--- config.mk ---
export PLATFORM = sky130hd
export DESIGN_NAME = tribonacci_monitor_flat
export DESIGN_NICKNAME = d
export VERILOG_FILES = /design/src/rtl/tribonacci_monitor_if.sv /design/src/rtl/tribonacci_monitor.sv /design/src/flat_wrapper.sv
export SDC_FILE = /design/constraint.sdc
export NUM_CORES = 1
export LEC_CHECK = 0
export BUFFER_PORTS_ARGS = -buffer_cell sky130_fd_sc_hd__buf_2
export CORE_ASPECT_RATIO = 1.2
export CORE_MARGIN = 2
export CORE_UTILIZATION = 50
export CTS_CLUSTER_DIAMETER = 120
export DETAILED_ROUTE_END_ITERATION = 7
export GPL_TIMING_DRIVEN = 0
export PLACE_DENSITY = 0.73
export SYNTH_ARGS = -nofsm -noshare
export SYNTH_HDL_FRONTEND = slang
export SYNTH_SLANG_ARGS = --single-unit
--- constraint.sdc ---
create_clock -name clk -period 5.6 [get_ports clk]
set_input_delay 0.56 -clock clk [delete_from_list [all_inputs] [get_ports clk]]
set_output_delay 0.56 -clock clk [all_outputs]
set_load 0.02 [all_outputs]
--- src/rtl/tribonacci_monitor_if.sv ---
// Term stream and status bundle between a tribonacci generator/testbench and the monitor.
interface tribonacci_monitor_if #(
   parameter int unsigned WIDTH = 32,
   parameter int unsigned CW    = 16
);
   logic             in_valid;
   logic [WIDTH-1:0] in_data;
   logic             clr;
   logic [1:0]       state;
   logic [CW-1:0]    term_count;
   logic             err;
   logic [CW-1:0]    err_index;
   logic [WIDTH-1:0] err_expected;
   logic [WIDTH-1:0] err_actual;
   logic             wrapped;
   logic [CW-1:0]    wrap_index;

   modport master (
      output in_valid, in_data, clr,
      input  state, term_count, err, err_index, err_expected, err_actual, wrapped, wrap_index
   );

   modport slave (
      input  in_valid, in_data, clr,
      output state, term_count, err, err_index, err_expected, err_actual, wrapped, wrap_index
   );
endinterface

--- src/rtl/tribonacci_monitor.sv ---
// Checks a tribonacci term stream: seeds first, then each term against the modular sum of the
// previous three. Latches a sticky error with diagnostics and records the first wrap-around.
module tribonacci_monitor #(
   parameter int unsigned      WIDTH = 32,
   parameter int unsigned      CW    = 16,
   parameter logic [WIDTH-1:0] SEED0 = WIDTH'(0),
   parameter logic [WIDTH-1:0] SEED1 = WIDTH'(1),
   parameter logic [WIDTH-1:0] SEED2 = WIDTH'(1)
) (
   input logic                  clk,
   input logic                  rst_n,
   tribonacci_monitor_if.slave  mon_if
);

   typedef enum logic [2:0] {StSeed0, StSeed1, StSeed2, StCheck, StError} state_e;

   state_e           state_q, state_d;
   logic [WIDTH-1:0] h0_q, h0_d, h1_q, h1_d, h2_q, h2_d;
   logic [CW-1:0]    count_q, count_d;
   logic             err_q, err_d;
   logic [CW-1:0]    err_index_q, err_index_d;
   logic [WIDTH-1:0] err_exp_q, err_exp_d;
   logic [WIDTH-1:0] err_act_q, err_act_d;
   logic             wrapped_q, wrapped_d;
   logic [CW-1:0]    wrap_index_q, wrap_index_d;

   logic [WIDTH+1:0] sum_full;
   logic [WIDTH-1:0] expected;
   logic             match;
   logic [CW-1:0]    count_inc;

   // Two guard bits keep the true three-term sum so wrap-around is visible.
   assign sum_full  = {2'b00, h0_q} + {2'b00, h1_q} + {2'b00, h2_q};
   assign match     = (mon_if.in_data == expected);
   assign count_inc = (count_q == {CW{1'b1}}) ? count_q : count_q + CW'(1);

   always_comb begin
      expected = sum_full[WIDTH-1:0];
      case (state_q)
         StSeed0: expected = SEED0;
         StSeed1: expected = SEED1;
         StSeed2: expected = SEED2;
         default: expected = sum_full[WIDTH-1:0];
      endcase
   end

   always_comb begin
      state_d      = state_q;
      h0_d         = h0_q;
      h1_d         = h1_q;
      h2_d         = h2_q;
      count_d      = count_q;
      err_d        = err_q;
      err_index_d  = err_index_q;
      err_exp_d    = err_exp_q;
      err_act_d    = err_act_q;
      wrapped_d    = wrapped_q;
      wrap_index_d = wrap_index_q;

      if (mon_if.clr) begin
         state_d      = StSeed0;
         h0_d         = '0;
         h1_d         = '0;
         h2_d         = '0;
         count_d      = '0;
         err_d        = 1'b0;
         err_index_d  = '0;
         err_exp_d    = '0;
         err_act_d    = '0;
         wrapped_d    = 1'b0;
         wrap_index_d = '0;
      end else if (mon_if.in_valid && (state_q != StError)) begin
         if (match) begin
            h0_d    = h1_q;
            h1_d    = h2_q;
            h2_d    = mon_if.in_data;
            count_d = count_inc;
            case (state_q)
               StSeed0: state_d = StSeed1;
               StSeed1: state_d = StSeed2;
               default: state_d = StCheck;
            endcase
            if ((state_q == StCheck) && (sum_full[WIDTH+1:WIDTH] != 2'b00) && !wrapped_q) begin
               wrapped_d    = 1'b1;
               wrap_index_d = count_q;
            end
         end else begin
            state_d     = StError;
            err_d       = 1'b1;
            err_index_d = count_q;
            err_exp_d   = expected;
            err_act_d   = mon_if.in_data;
         end
      end
   end

   always_ff @(posedge clk or negedge rst_n) begin
      if (!rst_n) begin
         state_q      <= StSeed0;
         h0_q         <= '0;
         h1_q         <= '0;
         h2_q         <= '0;
         count_q      <= '0;
         err_q        <= 1'b0;
         err_index_q  <= '0;
         err_exp_q    <= '0;
         err_act_q    <= '0;
         wrapped_q    <= 1'b0;
         wrap_index_q <= '0;
      end else begin
         state_q      <= state_d;
         h0_q         <= h0_d;
         h1_q         <= h1_d;
         h2_q         <= h2_d;
         count_q      <= count_d;
         err_q        <= err_d;
         err_index_q  <= err_index_d;
         err_exp_q    <= err_exp_d;
         err_act_q    <= err_act_d;
         wrapped_q    <= wrapped_d;
         wrap_index_q <= wrap_index_d;
      end
   end

   always_comb begin
      mon_if.state = 2'd3;
      case (state_q)
         StSeed0: mon_if.state = 2'd0;
         StSeed1: mon_if.state = 2'd1;
         StSeed2: mon_if.state = 2'd2;
         default: mon_if.state = 2'd3;
      endcase
   end

   assign mon_if.term_count   = count_q;
   assign mon_if.err          = err_q;
   assign mon_if.err_index    = err_index_q;
   assign mon_if.err_expected = err_exp_q;
   assign mon_if.err_actual   = err_act_q;
   assign mon_if.wrapped      = wrapped_q;
   assign mon_if.wrap_index   = wrap_index_q;

endmodule
--- src/flat_wrapper.sv ---
// flat-port wrapper written by rule: the top's interface ports become plain ports
module tribonacci_monitor_flat 
#(
   parameter int unsigned      WIDTH = 32,
   parameter int unsigned      CW    = 16,
   parameter logic [WIDTH-1:0] SEED0 = WIDTH'(0),
   parameter logic [WIDTH-1:0] SEED1 = WIDTH'(1),
   parameter logic [WIDTH-1:0] SEED2 = WIDTH'(1)
)
  (clk, rst_n, mon_if_in_valid, mon_if_in_data, mon_if_clr, mon_if_state, mon_if_term_count, mon_if_err, mon_if_err_index, mon_if_err_expected, mon_if_err_actual, mon_if_wrapped, mon_if_wrap_index);
  tribonacci_monitor_if #(.WIDTH(WIDTH), .CW(CW)) mon_if_i ();
  input logic clk;
  input logic rst_n;
  input wire logic [$bits(mon_if_i.in_valid)-1:0] mon_if_in_valid;
  input wire logic [$bits(mon_if_i.in_data)-1:0] mon_if_in_data;
  input wire logic [$bits(mon_if_i.clr)-1:0] mon_if_clr;
  output wire logic [$bits(mon_if_i.state)-1:0] mon_if_state;
  output wire logic [$bits(mon_if_i.term_count)-1:0] mon_if_term_count;
  output wire logic [$bits(mon_if_i.err)-1:0] mon_if_err;
  output wire logic [$bits(mon_if_i.err_index)-1:0] mon_if_err_index;
  output wire logic [$bits(mon_if_i.err_expected)-1:0] mon_if_err_expected;
  output wire logic [$bits(mon_if_i.err_actual)-1:0] mon_if_err_actual;
  output wire logic [$bits(mon_if_i.wrapped)-1:0] mon_if_wrapped;
  output wire logic [$bits(mon_if_i.wrap_index)-1:0] mon_if_wrap_index;
  assign mon_if_i.in_valid = mon_if_in_valid;
  assign mon_if_i.in_data = mon_if_in_data;
  assign mon_if_i.clr = mon_if_clr;
  assign mon_if_state = mon_if_i.state;
  assign mon_if_term_count = mon_if_i.term_count;
  assign mon_if_err = mon_if_i.err;
  assign mon_if_err_index = mon_if_i.err_index;
  assign mon_if_err_expected = mon_if_i.err_expected;
  assign mon_if_err_actual = mon_if_i.err_actual;
  assign mon_if_wrapped = mon_if_i.wrapped;
  assign mon_if_wrap_index = mon_if_i.wrap_index;
  tribonacci_monitor #(.WIDTH(WIDTH), .CW(CW), .SEED0(SEED0), .SEED1(SEED1), .SEED2(SEED2)) u_core (.clk(clk), .rst_n(rst_n), .mon_if(mon_if_i));
endmodule
Word-level counts from Yosys, hierarchy flattened
Cells that the tools add are included.
- word-level logic and storage cells: 75
- latch bits: 0
- register bits: 213
- memories: 0
- bits in writable memories: 0
- input port bits: 36
- output and inout bits: 116
- bits in read-only memories: 0
- multipliers: 0
- multiplexer cells: 39
- bitwise operators: 0
- div/mod/pow operators: 0
- reduce and logical (&&, ||, !) cells: 14
- magnitude comparators: 0
- eq/ne operators: 8
- add/sub/neg operators: 3
- shift operators: 0
- operators with widths (cell ; count):
    $mux 32 ; 15
    $mux 16 ; 11
    $pmux 32 s2 ; 1
    $add 34x32->34 ; 1
    $add 32x32->33 ; 1
    $eq 32x32->1 ; 1
    $add 16x1->16 const B ; 1
    $eq 16x16->1 const B ; 1
    $mux 3 ; 3
    $reduce_bool 2->1 ; 4
    $mux 1 ; 7
    $eq 3x2->1 const B ; 2
    $pmux 2 s3 ; 1
    $reduce_and 3->1 ; 2
    $ne 2x2->1 const B ; 2
    $pmux 2 s2 ; 1
    $reduce_and 2->1 ; 2
    $eq 3x1->1 const B ; 1
    $logic_and 1x1->1 ; 3
    $logic_not 3->1 ; 1
    $ne 3x3->1 const B ; 1
    $reduce_or 2->1 ; 1
    $logic_not 1->1 ; 1

Logic depth before layout (Yosys ltp)
- word-level depth: 9
- gate-level depth with buffers: 31
- gate-level depth less buffers: 28

Worst setup path after synthesis
No wires, ideal clock.
- kind: reg2reg
- start: register u_core.h1_q[0]
- end: register u_core.wrap_index_q[12], in the netlist u_core.mon_if.wrap_index[12]
- required time: 5.473 ns
- cell stages (with the launch flop): 30
- data arrival time: 6.015 ns
- path slack: -0.543 ns
- setup time: 0.127 ns
- path buffers: 1
- period minus slack after synthesis: 6.143 ns
- cells stage by stage: dfrtp_1 ha_1 inv_1 fa_1 nor2b_1 o31a_1 o311ai_0 nand2b_1 a21oi_1 o21ai_0 and2_1 o21a_1 nor2_1 o21bai_1 a21oi_1 xnor2_1 ha_1 o21ai_0 nor2b_1 o21ai_0 o31ai_4 o21a_1 o311ai_4 or4b_1 o32ai_1 o22a_2 nand3_2 or4_1 buf_6 mux2_1
- word-level cells in the longest chain between the ends: 7
- elaborated cells between the ends (all ways): 10
- those cells by class: add/sub (2); eq/ne (1); mux (1); reduce/logical (6)
- RTL lines (item ; RTL line ; source):
    start: declaration ; tribonacci_monitor.sv:18 ; logic [WIDTH-1:0] h0_q, h0_d, h1_q, h1_d, h2_q, h2_d;
    start signal: assignment ; tribonacci_monitor.sv:101 ; h1_q <= '0;
    start signal: assignment ; tribonacci_monitor.sv:113 ; h1_q <= h1_d;
    $add 32x32->33 * ; tribonacci_monitor.sv:33 ; assign sum_full = {2'b00, h0_q} + {2'b00, h1_q} + {2'b00, h2_q};
    $add 34x32->34 * ; tribonacci_monitor.sv:33 ;
    branches (longest 4 deep; another with $pmux 32 s2) ; n/a ;
    $reduce_and 3->1 (no line) * ; n/a ;
    end signal: assignment ; tribonacci_monitor.sv:121 ; wrap_index_q <= wrap_index_d;
    end: declaration ; tribonacci_monitor.sv:25 ; logic [CW-1:0] wrap_index_q, wrap_index_d;
Mark *: on every way between the ends.
A chain may end at the register's enable or synchronous reset.

Final worst setup path
- start: register u_core.h0_q[0]
- end: register u_core.err_exp_q[18], in the netlist u_core.mon_if.err_expected[18]
- word-level cells in the longest chain between the ends: 6
- elaborated cells between the ends (all ways): 9
- those cells by class: add/sub (2); eq/ne (2); mux (4); reduce/logical (1)
- RTL lines (item ; RTL line ; source):
    start: declaration ; tribonacci_monitor.sv:18 ;
    start signal: assignment ; tribonacci_monitor.sv:100 ; h0_q <= '0;
    start signal: assignment ; tribonacci_monitor.sv:112 ; h0_q <= h0_d;
    $add 32x32->33 * ; tribonacci_monitor.sv:33 ;
    $add 34x32->34 * ; tribonacci_monitor.sv:33 ;
    $pmux 32 s2 * ; tribonacci_monitor.sv:39 ; case (state_q)
    $eq 32x32->1 or $mux 32 (tied branches) ; tribonacci_monitor.sv:34, tribonacci_monitor.sv:73 ;
    $ne 2x2->1 (no line) or $mux 32 (tied branches) ; n/a ;
    $reduce_and 2->1 (no line) or $mux 32 (tied branches) ; n/a ;
    end signal: assignment ; tribonacci_monitor.sv:118 ; err_exp_q <= err_exp_d;
    end: declaration ; tribonacci_monitor.sv:22 ; logic [WIDTH-1:0] err_exp_q, err_exp_d;
Every way passes the cells marked *; elsewhere a longest branch is shown, timed or not. The select of a mux whose other input is x is not followed.

==> summary.txt <==
Critical path
  • CP Capture Type: flip-flop
  • R2r endpoint: u_core.mon_if.err_expected[18]$_DFFE_PN0P_
  • Critical Path Start Type: flip-flop
  • R2r worst-path depth: 32
  • Setup slack, reg-to-reg: -0.91 ns
  • Critical Path Fanout Max: 10
  • Req. time, crit path: 6.00 ns
  • CP arrival: 6.91 ns
  • Most frequent CP cell: a21oi_2
  • Worst Setup Path Type: reg2reg
  • Critical Path Max Stage Delay: 0.55 ns
  • CP max stage cell: mux4_2
  • Worst r2r src: u_core.h0_q[0]$_DFFE_PN0P_

Synthesis
  • Mux contribution to synthesized area: 7.811%
  • Post-Synth Simple-Gate Area: 19.96%
  • Mapped Area: 13180 um^2
  • Synth Area in Compound Gates: 17.15%
  • Post-synthesis average cell area: 8.661 um^2
  • Seq/Total Area, Yosys: 40.43%
  • Yosys reg bits: 213
  • Distinct cells, synth: 81
  • EDFF count, synth: 0
  • Async SR Flop Fraction: 100.0%
  • Synth Area in XOR/XNOR: 3.986%
  • Largest family of logic cells by synthesized area: simple AND/OR/NAND/NOR gates
  • Post-Synthesis Cells: 1522
  • Ys flop type: dfrtp_1
  • Yosys warns: 0
  • Area share of fa/ha/maj cells after synthesis: 6.853%
  • Syn_nets: 1629

Routing
  • Drt wl/cell: 24.72 um
  • Remaining DRCs: 0
  • Metal2 WL: 25080 um
  • WL met1: 18710 um
  • Met3 WL post-DR: 4688 um
  • DR top layer: met4
  • DR iter-0 viols: 1337
  • Post-DRT Antenna Nets: 0
  • Via-to-Cell Ratio: 6.345
  • Final Routed Wirelength: 53240 um
  • First-pass detailed-route iteration total: 6
  • Via count: 13668

Placed design
  • Hpwl dp: 31060 um
  • Port Buffers: 150
  • Placer Congestion: 0.9509

Clock network
  • CTS Sinks: 213
  • Total CTS buffers: 23
  • Clock Latency Late Sink: 0.53 ns
  • Clock tree buffer depth: 3
  • Clock-pin slew on the worst setup and hold paths: 0.07 ns
  • Root Buffer: clkbuf_16
  • TritonCTS clock tree: yes
  • H-tree depth: 1

Timing
  • Slew headroom: 6.726%
  • Minimum clock period: 6.512 ns
  • Final worst setup slack: -0.9124 ns
  • Hold Vio Cnt, Final: 0
  • Setup Skew: 0.02459 ns
  • Max Fclk: 0.1536 GHz
  • Endpoints failing setup: 213
  • Final period utilization: 116.3%
  • Pins Over Slew Limit: 0
  • Worst-margin pin slew: 1.384 ns
  • Final hold slack: 0.06249 ns
  • RSZ-0062 raised after global routing: true

Power
  • Leak: 0.009122 uW
  • Worst VDD drop: 0.0002182 V
  • Tot Pwr: 3562 uW
  • Cell Pwr Density: 186.9 nW/um^2

Status
  • Outcome: finished, violations left
  • Violated checks: negative setup slack

Global route
  • First-pass GRT wire length: 73770 um
  • Initial antenna violation count: 0
  • Number of global-route vias before repair: 13178
  • Largest net degree at the start of global routing: 125
  • GR Overflow Total: 0
  • Gr usage total: 33.64%

Run
  • Max Cap Violations: 0

Final layout
  • FILL cells: 1659
  • Most common cell after layout, fill and taps aside: dfrtp_1
  • Syn-to-layout area delta: 44.60%
  • # diodes: 0
  • Total Nets Final: 1912
  • Share of layout cells above drive strength 1: 38.76%
  • Commonest cells after routing, fill and taps aside: dfrtp_1, nand2_1, buf_2, nor2_1, a21oi_2

Worst hold path
  • Hold/Removal Path Class: in2async

Floorplanning
  • Initial Util: 50.50%
  • Row Count: 65
  • Die Wd: 152.2 um
  • Die Ht: 181.9 um
  • Core Area: 26110 um^2
  • I/O Pins: 152
  • Die area: 27690 um^2
[flip-flops by register name, indices dropped and copies added, names as in the netlist]
register                    flops
u_core.h0_q                    32
u_core.h1_q                    32
u_core.h2_q                    32
u_core.mon_if.err               1
u_core.mon_if.err_actual       32
u_core.mon_if.err_expected     32
u_core.mon_if.err_index        16
u_core.mon_if.term_count       16
u_core.mon_if.wrap_index       16
u_core.mon_if.wrapped           1
u_core.state_q                  3
[cell type report]
| cell class | instances | area (um^2) | share of cell area [%] |
|---|---|---|---|
| multi-input combinational | 1188 | 9276 | 48.66 |
| sequential | 213 | 5331 | 27.97 |
| timing repair buffer | 266 | 2345 | 12.30 |
| buffer | 74 | 758.2 | 3.978 |
| clock buffer | 31 | 635.6 | 3.334 |
| tap | 335 | 419.2 | 2.199 |
| clock inverter | 8 | 150.1 | 0.7877 |
| inverter | 39 | 146.4 | 0.7680 |
[cells in the mapped netlist, types with 7 or more instances]
master | count | share of area [%]
a211o_1 | 7 | 0.47
a21o_1 | 17 | 0.97
a21oi_1 | 190 | 7.2
a31oi_1 | 8 | 0.38
and2_1 | 10 | 0.47
and3_1 | 13 | 0.62
buf_1 | 7 | 0.20
buf_2 | 20 | 0.76
clkbuf_1 | 53 | 1.5
dfrtp_1 | 213 | 40
ha_1 | 69 | 6.5
inv_1 | 38 | 1.1
mux2i_1 | 95 | 7.2
nand2_1 | 288 | 8.2
nand2b_1 | 15 | 0.71
nand3_1 | 34 | 1.3
nand4_1 | 13 | 0.62
nor2_1 | 148 | 4.2
nor2b_1 | 10 | 0.47
nor3_1 | 27 | 1.0
nor4_1 | 7 | 0.33
o211ai_1 | 14 | 0.80
o21a_1 | 7 | 0.40
o21ai_0 | 44 | 1.7
o21bai_1 | 9 | 0.51
or3_1 | 8 | 0.38
xnor2_1 | 39 | 2.6
xor2_1 | 21 | 1.4
[cell families (layout without fill, tap and decap cells)]
kind of cell,after synthesis,count (layout)
flip-flops,213,213
AND/OR/NAND/NOR,598,599
multiplexers,101,101
adder cells (fa/ha/maj),71,71
buffers and inverters,122,418
XOR/XNOR,60,60
AO/OA/AOI/OAI,357,357
[per-stage QoR]
stage / util (%) / setup TNS, ns / std cells / worst slack, ns / area [um^2]
2_1_floorplan: - / -0.2022 / 1522 / -0.06339 / 13270
3_3_place_gp: 55.31 / -246.46 / 2007 / -1.551 / 14440
3_5_place_dp: 55.45 / -257.08 / 2008 / -1.608 / 14480
4_1_cts: 67.39 / -102.35 / 2123 / -0.5899 / 17590
5_1_grt: 73.02 / -193.40 / 2154 / -1.041 / 19060
6_report: 73.02 / -161.35 / 2154 / -0.9124 / 19060
[power by group]
part / internal [uW] / switching, uW / leakage (uW)
clock network: 979 / 665 / 0.000380
logic: 118 / 235 / 0.00579
registers: 1550 / 10.5 / 0.00295
[how the worst max path moves through the flow]
| stage | start | end | slack (ns) | cells past startpoint |
|---|---|---|---|---|
| 3_3_place_gp | u_core.h1_q[1]$_DFFE_PN0P_ | u_core.h1_q[28]$_DFFE_PN0P_ | -1.55 | 27 |
| 4_1_cts | u_core.h0_q[0]$_DFFE_PN0P_ | u_core.mon_if.err_expected[26]$_DFFE_PN0P_ | -0.59 | 30 |
| 2_1_floorplan | u_core.h1_q[0]$_DFFE_PN0P_ | u_core.mon_if.wrap_index[12]$_DFFE_PN0P_ | -0.06 | 29 |
| 6_report | u_core.h0_q[0]$_DFFE_PN0P_ | u_core.mon_if.err_expected[18]$_DFFE_PN0P_ | -0.91 | 32 |
| 3_5_place_dp | u_core.h1_q[0]$_DFFE_PN0P_ | u_core.h1_q[29]$_DFFE_PN0P_ | -1.61 | 30 |
| 5_1_grt | u_core.h0_q[0]$_DFFE_PN0P_ | u_core.mon_if.err_expected[18]$_DFFE_PN0P_ | -1.04 | 32 |
[critical path: cells and delay by family (launching register included)]
kind | cells | cell delay, ns
xor gates and xnor gates | 2 | 0.30
and+or+nand+nor | 9 | 0.87
DFF | 1 | 0.39
AOI/OAI and AO/OA | 11 | 2.59
adders and majority gates | 3 | 0.74
muxes | 2 | 0.79
buffers and inverters | 5 | 0.70
[metal layers]
metal  up-vias  global-route usage (%)
li1       5888                       -
met1      6662                   39.57
met2       832                   57.87
met3       286                   6.683
met4         0                   18.43
met5         -                       0
[what timing repair did]
action | CTS | global route
setup endpoints to repair | 213 | 213
endpoints found under the hold margin | 0 | 0
gates cloned | 19 | 11
pin swaps | 93 | 156
setup buffers | 58 | 37
hold buffers | 0 | 0
resized for setup | 364 | 293
Power figures use the tool's default switching activity.
